$ cat src/rtl/ctrl_deslocamento_pkg.sv
// Shared types and helpers for the shift-job controller.
package ctrl_deslocamento_pkg;

  typedef enum logic [1:0] {
    IDLE  = 2'd0,
    SHIFT = 2'd1,
    RESP  = 2'd2
  } state_e;

  // Default widths; the job descriptor below is sized from these.
  localparam int DEF_BITS_DATA  = 4;
  localparam int DEF_BITS_SHIFT = 1;
  localparam int DEF_BITS_AMT   = 3;

  // Largest shift the shared shifter performs in one cycle.
  function automatic int step_max(input int bits_shift);
    return (1 << bits_shift) - 1;
  endfunction

  // One job as presented by a requester.
  typedef struct packed {
    logic signed [DEF_BITS_DATA-1:0] data;
    logic        [DEF_BITS_AMT-1:0]  amt;
  } req_t;

endpackage

$ cat src/rtl/passo_deslocamento.sv
// Accumulator register for the shift datapath: load a new operand,
// arithmetic-shift right by one step, or hold.
module passo_deslocamento
  import ctrl_deslocamento_pkg::*;
#(
  parameter int BITS_DATA  = DEF_BITS_DATA,
  parameter int BITS_SHIFT = DEF_BITS_SHIFT
) (
  input  logic                         clk,
  input  logic                         reset,
  input  logic                         load,
  input  logic                         shift_en,
  input  logic signed [BITS_DATA-1:0]  load_data,
  input  logic        [BITS_SHIFT-1:0] step,
  output logic signed [BITS_DATA-1:0]  acc
);

  logic signed [BITS_DATA-1:0] acc_reg;
  logic signed [BITS_DATA-1:0] acc_next;

  // Load has priority over shift; the two are never requested together.
  always_comb begin
    acc_next = acc_reg;
    if (load) begin
      acc_next = load_data;
    end else if (shift_en) begin
      acc_next = acc_reg >>> step;
    end
  end

  // Accumulator register, cleared by reset.
  always_ff @(posedge clk or posedge reset) begin
    if (reset) begin
      acc_reg <= '0;
    end else begin
      acc_reg <= acc_next;
    end
  end

  assign acc = acc_reg;

endmodule

$ cat src/rtl/ctrl_deslocamento.sv
// Two-requester controller for the shared arithmetic right shifter.
// Round-robin arbitration, multi-cycle stepping, valid/ready response.
module ctrl_deslocamento
  import ctrl_deslocamento_pkg::*;
#(
  parameter int BITS_DATA  = DEF_BITS_DATA,
  parameter int BITS_SHIFT = DEF_BITS_SHIFT,
  parameter int BITS_AMT   = DEF_BITS_AMT
) (
  input  logic                         clk,
  input  logic                         reset,
  input  logic [1:0]                   req_valid,
  output logic [1:0]                   req_ready,
  input  logic [1:0][BITS_DATA-1:0]    req_data,
  input  logic [1:0][BITS_AMT-1:0]     req_amt,
  output logic                         rsp_valid,
  input  logic                         rsp_ready,
  output logic                         rsp_id,
  output logic        [BITS_DATA-1:0]  rsp_data,
  output logic                         busy
);

  localparam int                  STEP_MAX     = step_max(BITS_SHIFT);
  localparam logic [BITS_AMT-1:0] STEP_MAX_AMT = BITS_AMT'(STEP_MAX);

  state_e                state_reg, state_next;
  logic                  prio_reg, prio_next;
  logic                  rsp_id_reg, rsp_id_next;
  logic [BITS_AMT-1:0]   remaining_reg, remaining_next;
  logic [BITS_DATA-1:0]  last_reg, last_next;

  logic                  any_valid;
  logic                  win;
  logic [BITS_AMT-1:0]   step_amt;
  logic [BITS_SHIFT-1:0] step;
  logic                  acc_load;
  logic                  acc_shift;
  logic signed [BITS_DATA-1:0] acc;

  // Arbiter: a lone requester wins; on a tie the prioritised one wins.
  always_comb begin
    any_valid = |req_valid;
    win       = 1'b0;
    if (req_valid == 2'b11) begin
      win = prio_reg;
    end else if (req_valid[1]) begin
      win = 1'b1;
    end
  end

  // Step size for this cycle: whatever is left, capped at the shifter's reach.
  always_comb begin
    step_amt = (remaining_reg > STEP_MAX_AMT) ? STEP_MAX_AMT : remaining_reg;
    step     = step_amt[BITS_SHIFT-1:0];
  end

  // Only the winner sees ready, and only while idle.
  genvar gi;
  generate
    for (gi = 0; gi < 2; gi++) begin : g_ready
      assign req_ready[gi] = (state_reg == IDLE) && any_valid && (win == 1'(gi));
    end
  endgenerate

  // Next-state and control decode.
  always_comb begin
    state_next     = state_reg;
    prio_next      = prio_reg;
    rsp_id_next    = rsp_id_reg;
    remaining_next = remaining_reg;
    last_next      = last_reg;
    acc_load       = 1'b0;
    acc_shift      = 1'b0;
    rsp_valid      = 1'b0;
    case (state_reg)
      IDLE: begin
        if (any_valid) begin
          acc_load       = 1'b1;
          remaining_next = req_amt[win];
          rsp_id_next    = win;
          prio_next      = ~win;
          state_next     = (req_amt[win] == '0) ? RESP : SHIFT;
        end
      end
      SHIFT: begin
        acc_shift      = 1'b1;
        remaining_next = remaining_reg - step_amt;
        if (remaining_next == '0) begin
          state_next = RESP;
        end
      end
      RESP: begin
        rsp_valid = 1'b1;
        if (rsp_ready) begin
          // Keep the delivered result visible after leaving RESP.
          last_next  = acc;
          state_next = IDLE;
        end
      end
      default: begin
        state_next = IDLE;
      end
    endcase
  end

  // Controller state registers.
  always_ff @(posedge clk or posedge reset) begin
    if (reset) begin
      state_reg     <= IDLE;
      prio_reg      <= 1'b0;
      rsp_id_reg    <= 1'b0;
      remaining_reg <= '0;
      last_reg      <= '0;
    end else begin
      state_reg     <= state_next;
      prio_reg      <= prio_next;
      rsp_id_reg    <= rsp_id_next;
      remaining_reg <= remaining_next;
      last_reg      <= last_next;
    end
  end

  passo_deslocamento #(
    .BITS_DATA  (BITS_DATA),
    .BITS_SHIFT (BITS_SHIFT)
  ) u_passo (
    .clk       (clk),
    .reset     (reset),
    .load      (acc_load),
    .shift_en  (acc_shift),
    .load_data (req_data[win]),
    .step      (step),
    .acc       (acc)
  );

  assign rsp_id   = rsp_id_reg;
  assign rsp_data = (state_reg == RESP) ? acc : last_reg;
  assign busy     = (state_reg != IDLE);

endmodule
$ cat config.mk
export PLATFORM = sky130hd
export DESIGN_NAME = ctrl_deslocamento
export DESIGN_NICKNAME = d
export VERILOG_FILES = /design/src/rtl/ctrl_deslocamento_pkg.sv /design/src/rtl/passo_deslocamento.sv /design/src/rtl/ctrl_deslocamento.sv
export SDC_FILE = /design/constraint.sdc
export NUM_CORES = 1
export LEC_CHECK = 0
export CAP_MARGIN = 10
export CORE_ASPECT_RATIO = 0.7
export CORE_MARGIN = 5
export CORE_UTILIZATION = 45
export CTS_CLUSTER_DIAMETER = 30
export DETAILED_ROUTE_END_ITERATION = 10
export PLACE_DENSITY = 0.78
export SLEW_MARGIN = 30
export SYNTH_ARGS = -nofsm -noshare
export SYNTH_HDL_FRONTEND = slang
export SYNTH_SLANG_ARGS = --single-unit
$ cat constraint.sdc
create_clock -name clk -period 1.9 [get_ports clk]
set_input_delay 0.19 -clock clk [delete_from_list [all_inputs] [get_ports clk]]
set_output_delay 0.19 -clock clk [all_outputs]
set_load 0.03 [all_outputs]
# Word level (Yosys, flattened, before mapping)
# Index checks and enable logic that the tools add are counted.
# totals
output_inout_bits	9
in_bits	19
ff_bits	15
# op_classes
shift	1
addsub	1
muxes	21
eq_ne	6
n_reduce_logical	14
order_cmp	2
n_bitwise	1
# ops
operator	n
$mux 4	5
$mux 3	4
$mux 2	4
$logic_not 3->1	2
$mux 1	6
$ne 2x2->1 const B	3
$pmux 2 s3	1
$pmux 3 s2	1
$reduce_and 2->1	3
$reduce_bool 2->1	3
$eq 2x2->1 const B	2
$sshr 4x1->4	1
$gt 3x1->1 const B	1
$logic_and 1x1->1	3
$reduce_and 3->1	1
$sub 3x3->3	1
$eq 2x1->1 const B	1
$logic_not 2->1	1
$lt 1x2->1 const B	1
$reduce_or 2->1	1
$not 1->1	1

# Depth between registers and ports, before layout
# depth
ltp_word	8
depth_mapped	7
ltp_nobuf	7

# By module
# Synthesis repeated with hierarchy kept, for this count alone.
# unflattened
cells_unflattened	86
hier_area_um2	927.1
# by_module_without_submodules
module	instances	area_each_um2	seq_area_each_um2	cells_per_inst
ctrl_deslocamento	1	718.2	275.3	69
passo_deslocamento	1	209.0	100.1	17

# Worst setup path before layout
# OpenSTA, ideal clock, no wires.
# synth_timing
path_kind	register -> register
startpoint	register remaining_reg[2]
endpoint	register state_reg[1]
stages_incl_launch_ff	7
synth_period_minus_slack_ns	1.546
t_arrival_ns	1.482
setup_time_ns	0.064
path_slack_ns	0.354
path_cell_list	dfrtp_1 -> o21bai_1 -> inv_1 -> ha_1 -> o31a_1 -> o32ai_1 -> a21o_1
# synth_via
elab_chain_len	6
# synth_rtl
item	line_no	source
from (decl)	ctrl_deslocamento.sv:29	logic [BITS_AMT-1:0] remaining_reg, remaining_next;
from (signal assigned)	ctrl_deslocamento.sv:118	remaining_reg <= remaining_next;
$gt 3x1->1	ctrl_deslocamento.sv:53	step_amt = (remaining_reg > STEP_MAX_AMT) ? STEP_MAX_AMT : remaining_reg;
$mux 3	ctrl_deslocamento.sv:53	
$sub 3x3->3 (*)	ctrl_deslocamento.sv:87	remaining_next = remaining_reg - step_amt;
$logic_not 3->1 (*)	ctrl_deslocamento.sv:88	if (remaining_next == '0) begin
$ne 2x2->1 (no source line) (*)	n/a	
$reduce_and 3->1 (no source line) (*)	n/a	
to (signal assigned)	ctrl_deslocamento.sv:115	state_reg <= state_next;
to (decl)	ctrl_deslocamento.sv:26	state_e state_reg, state_next;
# Mark *: on every way between the ends. The rest lies on a longest branch, timed or not.
# A chain may end at the register's enable or synchronous reset.

# Worst setup path after layout
# layout_timing
startpoint	register state_reg[0]
endpoint	output port rsp_data[1]
# layout_via
elab_chain_len	2
# layout_rtl
item	line_no	source
$eq 2x2->1	ctrl_deslocamento.sv:137	assign rsp_data = (state_reg == RESP) ? acc : last_reg;
$mux 4	ctrl_deslocamento.sv:137	
to (decl)	ctrl_deslocamento.sv:19	output logic [BITS_DATA-1:0] rsp_data,
# No other way between the ends.

==> results.json <==
{
  "status": "finished clean",
  "drive_gt1_share_pct": 16.8,
  "rrSetupSlack_ns": 0.17,
  "cts_tree": "yes",
  "final_common_cell": "clkdlybuf4s50_1",
  "fmax_mhz": 549,
  "fp.dieH_um": 47.5,
  "syn_area_um2": 906,
  "cp_max_fo": 6,
  "grt_pass1_vias": 795,
  "grt_antenna_before_repair": 0,
  "grt_pass1_wl_um": 3600,
  "clk_path_buf_depth": 2,
  "finalSetupViolations": 0,
  "tns_ns": 0,
  "first_pass_iters": 4,
  "final_util_pct": 64.5,
  "wl_per_cell_um": 15.0,
  "synth_top_family_by_area": "compound AO/OA/AOI/OAI gates",
  "clk_pin_slew_ns": 0.09,
  "synth_compound_area_share_pct": 21.5,
  "post_cts_buffers": 0,
  "dieArea_mm2": 0.00302,
  "ys_seq_elements": 15,
  "hpwlAfterDp_um": 1730,
  "coreArea_mm2": 0.00189,
  "grt_max_degree": 16,
  "synthAdderAreaFrac_pct": 2.76,
  "drc": 0,
  "p_leak_nw": 0.581,
  "drt-total-wl_um": 2210,
  "r2r-start": "remaining_reg[2]",
  "synth_edf_count": 0,
  "die_w_um": 63.6,
  "cp_common_cell": "nand2_1",
  "rr_worst_depth": 6,
  "gr-usage-all-layers_pct": 15.3,
  "cts_sinks": 15,
  "p_per_area_mw_per_mm2": 1590,
  "rsz0062_at_grt": "no",
  "htree_levels": 1,
  "antenna_left": 0,
  "cts_buffers": 3,
  "grt_overflow_total": 0,
  "fin_ws_ns": 0.0799,
  "finalMaxSlewViolations": 0,
  "clk_latency_ns": 0.29,
  "synth_ff_type": "dfrtp_1",
  "fin_nets": 147,
  "routed-via-count": 833,
  "synthesis.nets": 116,
  "yosysWarnings": 0,
  "syn_avg_cell_area_um2": 9.54,
  "numPortBuffers": 27,
  "synth-simple-area-share_pct": 20.6,
  "gp_congestion": 0.804,
  "dpl.cell_count": 143,
  "dp_slack_ns": 0.143,
  "worstReg2RegEnd": "state_reg[1]",
  "yosys.area_share.xor_xnor_pct": 0.967,
  "rows": 13,
  "antenna_cells": 0,
  "synthMuxAreaShare_pct": 8.84,
  "finalCritPeriodShare_pct": 95.8,
  "hp-class": "primary input to async pin",
  "netlist_instances": 95,
  "worst_clock_skew_ns": 0.00453,
  "end_kind": "primary output",
  "cp.arrival_ns": 1.63,
  "hold_ws_ns": 0.253,
  "start_kind": "flop",
  "maxSlewHeadroom_pct": 61.7,
  "ir_drop_uv": 902,
  "seq_area_frac_synth_pct": 41.4,
  "crit_family": "buffers and inverters",
  "io_pins": 28,
  "drtIter0Drc": 40,
  "cts_root_buf": "clkbuf_4",
  "finalHoldViolCount": 0,
  "detail_route.vias_per_cell": 5.67,
  "critical_path.cell_chain": "nand2b_1 > inv_2 > nand2_1 > nand2_1 > dlygate4sd2_1",
  "layout_common_cells": "clkdlybuf4s50_1 (19), dfrtp_1 (15), nand2_1 (12)",
  "critPathBufInv": 2,
  "instances_no_fill": 147,
  "worst_path_max_delay_cell": "dfrtp_1",
  "postSynth.asyncResetShare_pct": 100,
  "period_minus_slack_ns": 1.82,
  "cp.required_ns": 1.71,
  "area_growth_pct": 34.3,
  "tightestPinTransition_ns": 0.573,
  "path_class": "flop to primary output",
  "cap_violations": 0,
  "initial_utilization_pct": 48.0,
  "critPathMaxStageDelay_ns": 0.42,
  "ys_types": 35
}
-- per-layer routing --
layer  share of wire, %  GRT usage, %  up-vias
met5                  0             0        -
met4               0.18          2.90        0
met3                6.1          5.40        2
met2                 49          27.5       16
met1                 45          18.5      408
li1                   -             -      407
-- worst max-delay path by stage --
stage | start | endpoint | slack, ns | depth (start not counted)
after floorplan | remaining_reg[2] | state_reg[1] | 0.35 | 6
after global placement | state_reg[0] | rsp_data[1] | 0.18 | 5
after detailed placement | state_reg[0] | rsp_data[2] | 0.14 | 5
after CTS | state_reg[0] | busy | 0.02 | 3
after global routing | state_reg[0] | rsp_data[2] | 0.007 | 5
final | state_reg[0] | rsp_data[1] | 0.08 | 5
-- synth_stat cells, types with 2 or more instances --
cell	n	area [um2]
a21oi_1	2	10.0
nand2_1	12	45.0
inv_2	2	7.51
o31a_1	4	35.0
a211oi_1	2	15.0
o22ai_1	5	31.3
a21o_1	3	22.5
nor2_1	7	26.3
nand2b_1	2	12.5
inv_1	4	15.0
mux2_2	4	45.0
o21ai_1	2	10.0
dfrtp_1	15	375
a32oi_1	3	26.3
ha_1	2	25.0
mux2i_1	2	20.0
nor3_1	6	30.0
-- layout make-up --
type / instances / area, um2
fillers: 172 / 671
well taps: 22 / 27.5
multi-input cells: 72 / 495
clock buffers: 4 / 26.3
inverters: 6 / 22.5
flip-flops and latches: 15 / 375
repair buffers: 28 / 269
-- repair_timing --
item	CTS	global route
resized for setup	5	1
hold buffers	0	0
setup endpoints to repair	5	1
-- cell families (layout without fill, tap and decap cells) --
group / after synthesis / count (layout)
fa+ha+maj: 2 / 2
compound gates: 26 / 26
xor+xnor: 1 / 1
buf+inv: 8 / 38
mux: 7 / 7
flops: 15 / 15
simple gates: 36 / 36
-- per-stage QoR --
step	power, mW	cell area, um2
detailed placement	1.77	1190
CTS	1.94	1210
global placement	1.74	1190
floorplan	1.42	906
finish	1.93	1220
global route	2.09	1220
-- power by group --
group	internal, mW	total [mW]	leakage [nW]	switching [mW]
combinational	0.496	1.13	0.384	0.631
sequential	0.478	0.619	0.182	0.142
clock	0.0816	0.183	0.0150	0.101
No activity file was read; power rests on OpenSTA's default activity.
